## config.mk

```make
export PLATFORM = sky130hd
export DESIGN_NAME = unrank_perm
export DESIGN_NICKNAME = d
export VERILOG_FILES = /design/src/rtl/perm_pkg.sv /design/src/rtl/perm_pick_nth.sv /design/src/rtl/unrank_perm.sv
export SDC_FILE = /design/constraint.sdc
export NUM_CORES = 1
export LEC_CHECK = 0
export CAP_MARGIN = 20
export CORE_MARGIN = 2
export CORE_UTILIZATION = 42
export CTS_CLUSTER_DIAMETER = 150
export DETAILED_ROUTE_END_ITERATION = 12
export PLACE_DENSITY = 0.58
export SYNTH_ARGS = -nofsm -noshare
export SYNTH_HDL_FRONTEND = slang
export SYNTH_SLANG_ARGS = --single-unit
```

## constraint.sdc

```tcl
create_clock -name clk -period 6.9 [get_ports clk]
set_clock_uncertainty 0.1 [all_clocks]
set_input_delay 1.035 -clock clk [delete_from_list [all_inputs] [get_ports clk]]
set_output_delay 1.035 -clock clk [all_outputs]
set_load 0.005 [all_outputs]
```

## src/rtl/perm_pkg.sv

```systemverilog
// Shared constants, factorial table and FSM state type for the 7-input permutation unranker.
package perm_pkg;

    localparam int N        = 7;
    localparam int RANK_W   = 13;
    localparam int IDX_W    = 3;
    localparam int PRM_W    = 21;
    localparam int RANK_MAX = 5040;

    localparam logic [RANK_W-1:0] FACT [0:N-1] = '{
        13'd1, 13'd1, 13'd2, 13'd6, 13'd24, 13'd120, 13'd720
    };

    typedef enum logic [1:0] {
        IDLE,
        CALC,
        DONE
    } state_t;

endpackage

```

## src/rtl/perm_pick_nth.sv

```systemverilog
// Returns the bit position of the n-th set bit of a 7-bit mask, counting from the LSB at 0.
module perm_pick_nth
    import perm_pkg::*;
(
    input  logic [N-1:0]     i_mask,
    input  logic [IDX_W-1:0] i_n,
    output logic [IDX_W-1:0] o_idx
);

    logic [IDX_W:0] w_cnt;

    always_comb begin
        w_cnt = '0;
        o_idx = '0;
        for (int unsigned i = 0; i < N; i++) begin
            if (i_mask[i]) begin
                if (w_cnt == {1'b0, i_n}) o_idx = IDX_W'(i);
                w_cnt = w_cnt + 1'b1;
            end
        end
    end

endmodule

```

## src/rtl/unrank_perm.sv

```systemverilog
// Maps a lexicographic rank 0..5039 to its permutation of 7 indices, one factorial digit per cycle.
module unrank_perm
    import perm_pkg::*;
#(
    parameter int N = 7
) (
    input  logic                 clk,
    input  logic                 rst,
    input  logic                 in_valid,
    output logic                 in_ready,
    input  logic [RANK_W-1:0]    in_rank,
    output logic                 out_valid,
    input  logic                 out_ready,
    output logic [IDX_W*N-1:0]   out_prm,
    output logic                 out_err
);

    state_t                 r_state;
    state_t                 w_next;
    logic [2:0]             r_step;
    logic [N-1:0]           r_mask;
    logic [RANK_W-1:0]      r_rem;
    logic [IDX_W*N-1:0]     r_prm;
    logic                   r_err;

    logic                   w_accept;
    logic                   w_bad;
    logic [RANK_W-1:0]      w_fact;
    logic [RANK_W-1:0]      w_sub;
    logic [IDX_W-1:0]       w_d;
    logic [IDX_W-1:0]       w_pick;

    assign w_accept = in_valid && in_ready;
    assign w_bad    = (in_rank >= RANK_W'(RANK_MAX));
    assign w_fact   = FACT[3'd6 - r_step];

    // Digit d is the largest j with j*(6-k)! <= remainder; the multiples never exceed 13 bits.
    always_comb begin
        logic [RANK_W-1:0] prod;
        w_d   = '0;
        w_sub = '0;
        prod  = '0;
        for (int unsigned j = 1; j < N; j++) begin
            prod = RANK_W'(j) * w_fact;
            if (r_rem >= prod) begin
                w_d   = IDX_W'(j);
                w_sub = prod;
            end
        end
    end

    perm_pick_nth u_pick (
        .i_mask (r_mask),
        .i_n    (w_d),
        .o_idx  (w_pick)
    );

    always_ff @(posedge clk or posedge rst) begin
        if (rst) r_state <= IDLE;
        else     r_state <= w_next;
    end

    always_comb begin
        w_next    = r_state;
        in_ready  = 1'b0;
        out_valid = 1'b0;
        out_prm   = r_prm;
        out_err   = r_err;
        case (r_state)
            IDLE: begin
                in_ready = !rst;
                if (w_accept) w_next = w_bad ? DONE : CALC;
            end
            CALC: if (r_step == 3'd6) w_next = DONE;
            DONE: begin
                out_valid = 1'b1;
                if (out_ready) w_next = IDLE;
            end
            default: w_next = IDLE;
        endcase
    end

    always_ff @(posedge clk or posedge rst) begin
        if (rst) begin
            r_step <= '0;
            r_mask <= '1;
            r_rem  <= '0;
            r_prm  <= '0;
            r_err  <= 1'b0;
        end else begin
            case (r_state)
                IDLE: if (w_accept) begin
                    r_step <= '0;
                    r_mask <= '1;
                    r_rem  <= in_rank;
                    r_prm  <= '0;
                    r_err  <= w_bad;
                end
                CALC: begin
                    r_prm[IDX_W*r_step +: IDX_W] <= w_pick;
                    r_mask[w_pick]               <= 1'b0;
                    r_rem                        <= r_rem - w_sub;
                    r_step                       <= r_step + 3'd1;
                end
                default: ;
            endcase
        end
    end

endmodule

```

# --- After elaboration in Yosys (flattened, before gate mapping) ---
# Memory sizes are Yosys's and may differ from the RTL's.
# Index checks and enable logic that the tools add are counted.
# Widths: inputs -> output; s select.
totals:
  mem_bits_ro: 104
  mem_count: 1
  reg_bits: 47
  inputBits: 17
  out_inout_bits: 24
mem_list:
  columns: ["name", "depth", "word_bits", "rd", "rd_clocked_by_memory_dff", "write_ports", "line_no", "source"]
  rows:
  - ["(no name shown)", 8, 13, 1, 0, 0, "unrank_perm.sv:35", "assign w_fact = FACT[3'd6 - r_step];"]
classes:
  n_mux: 50
  add_sub_neg: 9
  shift: 2
  magnitude_cmp: 10
  n_bitwise: 3
  n_reduce_logical: 8
  multipliers: 4
  eq_ne: 12
op_table:
  columns: ["op", "n"]
  rows:
  - ["$mux 13", 9]
  - ["$ge 13x13->1", 6]
  - ["$mux 3", 17]
  - ["$pmux 21 s2", 1]
  - ["$neg 5->34", 1]
  - ["$shift 3x34->21 const A", 1]
  - ["$shiftx 3x34->21", 1]
  - ["$pmux 13 s2", 1]
  - ["$bwmux 21", 1]
  - ["$mux 21", 1]
  - ["$eq 4x3->1", 5]
  - ["$mux 4", 5]
  - ["$add 4x1->4 const B", 4]
  - ["$pmux 7 s2", 1]
  - ["$ge 13x13->1 const B", 1]
  - ["$mul 2x13->12 const A", 1]
  - ["$mul 2x13->13 const A", 1]
  - ["$mul 3x13->13 const A", 1]
  - ["$sub 13x13->13", 1]
  - ["$mux 2", 4]
  - ["$and 7x7->7", 1]
  - ["$mux 7", 1]
  - ["$not 7->7", 1]
  - ["$mux 1", 6]
  - ["other kinds (22)", 26]

# --- Depth between registers and ports, before layout ---
# Gate-level depths: netlist (run 1).
logic_depth:
  word_depth: 32
  ltp_mapped: 36

# --- Hierarchy ---
# Synthesis (run 1) repeated with hierarchy kept, for this count alone.
unflattened:
  hier_cells: 677
  area_unflattened_um2: 5805.6
by_module_without_submodules:
  columns: ["mod", "area_per_inst_um2", "cells_per_inst", "instances"]
  rows:
  - ["unrank_perm", 5037.3, 577, 1]
  - ["perm_pick_nth", 768.2, 100, 1]

# --- Worst setup path after synthesis (run 1) ---
# Ideal clock, no wire load.
synth_path:
  path_kind: "register to register"
  start: "reg r_step[0]"
  end: "reg r_rem[12]"
  path_stages_with_launch: 33
  setup_ns: 0.126
  arrival_time_ns: 7.387
  slack_ns: -0.713
  required_time_ns: 6.674
  cell_sequence: "dfrtp_1 ha_1 ha_1 inv_1 ha_1 ha_1 a21o_1 a221oi_4 inv_1 a21oi_1 mux2i_1 o21ai_0 ha_1 or2_2 nand3_1 a211oi_1 a211o_1 nor2_1 buf_4 clkbuf_1 o21ai_0 fa_1 nand2_1 nand2_1 a21o_1 a21o_1 a21o_1 a21oi_1 o21ai_0 o41ai_1 xnor2_1 o21bai_1 a221o_1"
synth_between:
  elab_chain_cells: 14
synth_lines:
  columns: ["element", "line_no", "source"]
  rows:
  - ["from (decl)", "unrank_perm.sv:20", "logic [2:0] r_step;"]
  - ["from (signal assigned)", "unrank_perm.sv:103", "r_step <= r_step + 3'd1;"]
  - ["$sub 3x3->3 (*)", "unrank_perm.sv:35", null]
  - ["$not 3->4 (implied by the code) (*)", "unrank_perm.sv:35", null]
  - ["$mem_v2 8x13 (*)", null, null]
  - ["$mux 13 (implied by the code) (*) (2 in series)", "unrank_perm.sv:35", null]
  - ["parallel branches: the longest is 6 deep, another holds $mul 2x13->13", null, null]
  - ["$mux 13 (*)", "unrank_perm.sv:45", "if (r_rem >= prod) begin"]
  - ["$sub 13x13->13 (*)", "unrank_perm.sv:102", "r_rem <= r_rem - w_sub;"]
  - ["$pmux 13 s2 (*)", "unrank_perm.sv:91", "case (r_state)"]
  - ["to (signal assigned)", "unrank_perm.sv:95", "r_rem <= in_rank;"]
  - ["to (signal assigned)", "unrank_perm.sv:102", null]
  - ["to (decl)", "unrank_perm.sv:22", "logic [RANK_W-1:0] r_rem;"]
# Mark *: on every way between the ends. The select of a mux whose other input is x is not followed.
# A chain may end at the register's enable or synchronous reset.

# --- Final worst setup path (run 1) ---
layout_path:
  start: "reg r_step[1]"
  end: "reg r_rem[12]"
# The elaborated chain is that of the path after synthesis.

==> results.md, run 1 <==
* Filler cell count at 1,319
* Slew margin rel. at 0.5017
* Clock-pin slew on the worst setup and hold paths at 0.07 ns
* Slowest-stage cell, CP: fa_2
* Port Buffers at 40
* Final hold violations at 0
* EDFF count, synth at 0
* Fin Setup TNS at 0 ns
* Die X at 122.1 um
* Share of cells above drive strength 1 at 0.2075
* Largest net degree at the start of global routing at 48
* Gr usage total at 0.2644
* CTS Buf Count at 5
* Worst-path maximum fanout at 5
* CTS tree: done
* Stages on worst setup path at 30
* Final Worst Setup Slack at 0.2789 ns
* Avg Inst Size Synth at 8.450 um^2
* Worst path bufs/invs at 3
* Hold slack at 0.3924 ns
* Startpoint types: flip-flop
* Worst reg-to-reg path cell count at 30
* Arr. time, crit path at 6.70 ns
* First-pass GRT wire length at 30,660 um
* Post-Syn Instances at 693
* Clock root buffer: clkbuf_16
* Placer's final routability congestion estimate at 1.005
* Die area at 14,900 um^2
* Synth warn at 0
* Max-cap violation count at 0
* Grt total ovfl at 0
* WL final at 19,580 um
* Area Overhead vs Synth at 27.44%
* Post-layout min period at 6.621 ns
* Final count of negative-setup-slack endpoints at 0
* Place WS at -0.02116 ns
* Die H at 122.1 um
* RR Startpoint: r_step[1]$_DFFE_PP0P_
* Max Slew Vio Count at 0
* Antenna diodes at 0
* Vias in the first global route at 5,663
* Mapped Area at 5856 um^2
* Max Fclk at 0.1510 GHz
* Row count at 43
* Vias at 5,819
* Iteration-0 DRC Markers at 418
* Ports at 41
* H-tree depth at 2
* Post-layout utilization of the core at 0.5418
* Syn_nets at 811
* WP data required at 6.98 ns
* Critical Path Sink Type: flip-flop
* Primary FF master, synth: dfrtp_1
* RSZ-0062 raised after global routing: true
* Status: complete, no violations
* Yosys reg bits at 47
* TritonRoute pass-1 iters at 5
* Kind of critical path: flip-flop to flip-flop
* DRC viols at 0
* Starting Density at 0.4251
* Nets at 917
* Slew @ Worst Pin at 0.7456 ns
* CTS Buffer Depth at 2
* Worst hold path class: flip-flop to flip-flop
* Reg-to-Reg End: r_rem[12]$_DFFE_PP0P_
* CP endpoint: r_rem[12]$_DFFE_PP0P_
* Detail Placement HPWL at 15,550 um
* Ys async rst share at 1.000
* DR WL/cell at 19.98 um
* Seq/Total Area, Yosys at 0.2024
* Final period utilization at 0.9596
* Crit path top cell by count: ha_4
* R2R setup slack at 0.28 ns
* CP Launch Point: r_step[1]$_DFFE_PP0P_
* Critical path's largest stage delay at 0.60 ns
* Cell variety after synth at 88
* ANT nets after route at 0
* Top delay family on crit path: compound AO/OA/AOI/OAI gates
* Total clock sinks at 47
* Initial antenna violation count at 0
* Via-per-instance ratio at 5.938
* Hold-fix buffers, CTS at 0
* Worst skew pair latency at 0.29 ns
* Core ar. at 13,770 um^2
[stage by stage]
| stage | cells | instance area (um^2) |
|---|---|---|
| 2_1_floorplan | 693 | 5938 |
| 3_5_place_dp | 953 | 6923 |
| 4_1_cts | 962 | 7151 |
| 5_1_grt | 980 | 7462 |
| 6_report | 980 | 7462 |
| 3_3_place_gp | 953 | 6923 |
[layout by cell type (no fill, tap or decap), types with 4 or more instances in the layout]
master,instances
a211oi_1,18
a21o_1,19
a21oi_1,49
a21oi_2,4
a221o_1,4
a221oi_1,4
a22oi_1,12
and3_1,4
buf_4,78
clkbuf_16,5
clkdlybuf4s50_1,40
dfrtp_1,38
dfstp_2,7
ha_1,87
ha_4,9
inv_1,47
mux2i_1,5
nand2_1,48
nand2b_1,8
nand3_1,27
nand4_1,9
nor2_1,43
nor2b_1,5
nor3_1,6
o211ai_1,4
o21a_1,5
o21ai_0,31
o21ai_1,24
o31ai_1,7
o41ai_2,4
or3_1,4
xnor2_1,25
xor2_1,9
[state kept, by name (all words and copies together), names as in the netlist]
name and cells:
r_state 2, r_step 3, out_err 1, r_mask 7, out_prm 21, r_rem 13
[worst reg2reg max path: cells and delay by family (launching register included)]
kind / cells / cell delay (ns)
compound gates: 15 / 2.47
buf+inv: 3 / 0.46
fa+ha+maj: 7 / 2.17
simple gates: 4 / 0.69
xor+xnor: 1 / 0.18
flops: 1 / 0.45
[Yosys cell counts (6+ instances only)]
library cell / number / area (um^2)
a22oi_1: 12 / 90.09
xor2_1: 9 / 78.83
xnor2_1: 27 / 236.5
ha_1: 97 / 1214
clkbuf_1: 16 / 60.06
nor2_1: 45 / 168.9
o31ai_1: 7 / 52.55
dfstp_2: 7 / 183.9
dfrtp_1: 40 / 1001
a21oi_1: 53 / 265.3
o21ai_1: 20 / 100.1
nand2b_1: 8 / 50.05
inv_1: 51 / 191.4
a211oi_1: 19 / 142.6
nor3_1: 6 / 30.03
o21ai_0: 37 / 185.2
a21o_1: 19 / 142.6
nand4_1: 9 / 56.30
nand3_1: 29 / 145.1
nand2_1: 51 / 191.4
[how the worst min path moves through the flow]
stage | start | to | slack [ns] | cells past startpoint
6_report | out_err$_DFFE_PP0P_ | out_err$_DFFE_PP0P_ | 0.39 | 1
5_1_grt | out_err$_DFFE_PP0P_ | out_err$_DFFE_PP0P_ | 0.42 | 1
4_1_cts | out_err$_DFFE_PP0P_ | out_err$_DFFE_PP0P_ | 0.41 | 1
3_5_place_dp | out_prm[11]$_DFFE_PP0P_ | out_prm[11]$_DFFE_PP0P_ | 0.38 | 2
3_3_place_gp | out_err$_DFFE_PP0P_ | out_err$_DFFE_PP0P_ | 0.36 | 1
2_1_floorplan | r_mask[1]$_DFFE_PP1P_ | r_mask[1]$_DFFE_PP1P_ | 0.37 | 2
[cell type report]
cell class	instances	area [um^2]	share of cell area
clock buffers	5	125.1	0.01677
clock inverters	3	71.32	0.009557
repair buffers	121	1028	0.1378
inverters	51	195.2	0.02616
flip-flops and latches	47	1187	0.1591
multi-input cells	573	4629	0.6204
well taps	180	225.2	0.03018
[logic make-up after synthesis]
group                      Yosys count  synth area share
buffers and inverters               73           0.05000
muxes                                5          0.008547
adders and majority gates          101            0.2209
AOI/OAI and AO/OA                  235            0.2836
xor gates and xnor gates            38           0.06047
and+or+nand+nor                    194            0.1741
DFF                                 47            0.2024
[timing repair]
item,in CTS,in global routing
buffers inserted,1,16
cloned,0,0
endpoints found under the setup margin,1,6
resized for setup,5,30
pin swaps,1,44
[routing by layer]
layer	global-route usage	share of wire
met5	0	0
met4	0.08621	0.022
met3	0.03230	0.062
met2	0.4148	0.46
met1	0.3768	0.45
Power of run 1 is left out: the tool's default activity adds up to more than one toggle a clock period on the data nets, which glitch-free logic cannot reach.
==> run 2, diff against run 1 <==
--- a/config.mk
+++ b/config.mk
@@ -6,11 +6,10 @@
 export NUM_CORES = 1
 export LEC_CHECK = 0
 export CAP_MARGIN = 20
-export CORE_MARGIN = 2
 export CORE_UTILIZATION = 42
 export CTS_CLUSTER_DIAMETER = 150
 export DETAILED_ROUTE_END_ITERATION = 12
-export PLACE_DENSITY = 0.58
+export PLACE_DENSITY = 0.63
 export SYNTH_ARGS = -nofsm -noshare
 export SYNTH_HDL_FRONTEND = slang
 export SYNTH_SLANG_ARGS = --single-unit
==> results.md, run 2 (same netlist as run 1, synthesis figures left out) <==
* Max Fclk at 0.1465 GHz
* R2R setup slack at 0.07 ns
* Max Slew Vio Count at 0
* Critical path's largest stage delay at 0.43 ns
* ANT nets after route at 0
* Finished Layout Cells at 977
* Total clock sinks at 47
* Final hold violations at 0
* Vias in the first global route at 5,910
* TritonRoute pass-1 iters at 5
* Most common cell after layout, fill and taps aside: ha_1
* Gr usage total at 0.2764
* Core ar. at 13,400 um^2
* CTS Buffer Depth at 2
* Final count of negative-setup-slack endpoints at 0
* Via-per-instance ratio at 6.074
* WP data required at 6.98 ns
* Critical Path Sink Type: flip-flop
* RSZ-0062 raised after global routing: true
* Initial antenna violation count at 0
* Max-cap violation count at 0
* Kind of critical path: flip-flop to flip-flop
* Place WS at -0.09039 ns
* Placer's final routability congestion estimate at 0.9188
* Hold-fix buffers, CTS at 0
* Starting Density at 0.4370
* Row count at 42
* Ports at 41
* Clock root buffer: clkbuf_16
* H-tree depth at 2
* CTS tree: done
* First-pass GRT wire length at 30,880 um
* Most frequent cells in the layout: ha_1, buf_4, a21oi_1, nand2_1, inv_1
* Slew margin rel. at 0.3619
* Arr. time, crit path at 6.91 ns
* Antenna diodes at 0
* Crit path top cell by count: a21o_1
* Max reg flops at 21
* Detail Placement HPWL at 15,140 um
* Final period utilization at 0.9894
* Nets at 918
* Cells after DPL at 953
* Grt total ovfl at 0
* Die X at 120.1 um
* Status: complete, no violations
* Die area at 14,420 um^2
* Slew @ Worst Pin at 0.9571 ns
* Clock-pin slew on the worst setup and hold paths at 0.07 ns
* Die H at 120.1 um
* Port Buffers at 40
* DR WL/cell at 19.98 um
* Area Overhead vs Synth at 27.33%
* DRC viols at 0
* Vias at 5,934
* Worst hold path class: flip-flop to flip-flop
* Slowest-stage cell, CP: dfrtp_1
* Worst-path maximum fanout at 11
* Largest net degree at the start of global routing at 48
* Iteration-0 DRC Markers at 363
* Startpoint types: flip-flop
* WL final at 19,520 um
* Post-layout min period at 6.827 ns
* Final Worst Setup Slack at 0.07348 ns
* CTS Buf Count at 5
* Worst skew pair latency at 0.30 ns
* Share of cells above drive strength 1 at 0.2085
## run 2: changes by cell type in the layout (fill, tap and decap cells not counted), sizes merged
cell / previous run / this run
buf: 81 / 82
## run 2: metrics by stage
step                      cell area (um^2)    util  TNS [ns]  hold slack (ns)
after floorplan                       5938       -         0           0.3721
after global placement                6948  0.5185         0           0.3660
after detailed placement              6948  0.5185  -0.09039           0.3806
after CTS                             7224  0.5391         0           0.3991
after global routing                  7456  0.5564   -0.4116           0.4199
final                                 7456  0.5564         0           0.3881
## run 2: worst paths after layout
kind / startpoint / endpoint / depth (start not counted)
min in group asynchronous: rst / r_rem[9]$_DFFE_PP0P_ / 2
max: r_step[1]$_DFFE_PP0P_ / r_rem[12]$_DFFE_PP0P_ / 33
max reg2reg: r_step[1]$_DFFE_PP0P_ / r_rem[12]$_DFFE_PP0P_ / 33
min reg2reg: out_err$_DFFE_PP0P_ / out_err$_DFFE_PP0P_ / 1
min: out_err$_DFFE_PP0P_ / out_err$_DFFE_PP0P_ / 1
max in group asynchronous: rst / r_mask[5]$_DFFE_PP1P_ / 3
## run 2: metal layers
| layer | vias to the layer above | part of all wire | GRT usage |
|---|---|---|---|
| met5 | - | 0 | 0 |
| met4 | 0 | 0.041 | 0.1281 |
| met3 | 46 | 0.053 | 0.03660 |
| met2 | 195 | 0.45 | 0.4361 |
| met1 | 2892 | 0.45 | 0.3727 |
| li1 | 2801 | - | - |
## run 2: worst max-delay path, delay by kind of cell, from the launching register on
kind / cells / cell delay, ns
flops: 1 / 0.43
buf+inv: 4 / 0.42
compound gates: 14 / 2.92
simple gates: 6 / 0.66
fa+ha+maj: 7 / 1.87
xor+xnor: 2 / 0.32
## run 2: what timing repair did
item	in CTS	in global routing
endpoints found under the setup margin	1	5
buffers inserted	3	11
gates resized for setup	11	26
pin swaps	6	36
## run 2: layout make-up
type                       instances  area (um^2)
tap                              176        220.2
timing repair buffer             122         1032
multi-input combinational        573         4626
inverter                          51        195.2
fill                            1235         5944
clock inverter                     3        71.32
clock buffer                       5        125.1
sequential                        47         1186
Power of run 2 is left out for the same reason.
==> run 3, diff against run 2 <==
==> constraint.sdc (replaced) <==
create_clock -name clk -period 6.9 [get_ports clk]
set_clock_uncertainty 0.1 [all_clocks]
set_input_delay 1.035 -clock clk [delete_from_list [all_inputs] [get_ports clk]]
set_output_delay 1.035 -clock clk [all_outputs]
set_load 0.02 [all_outputs]
==> results of run 3 <==
No change in the layout: final DEF, timing and power equal those of run 2.
Power of run 3 is left out for the same reason.
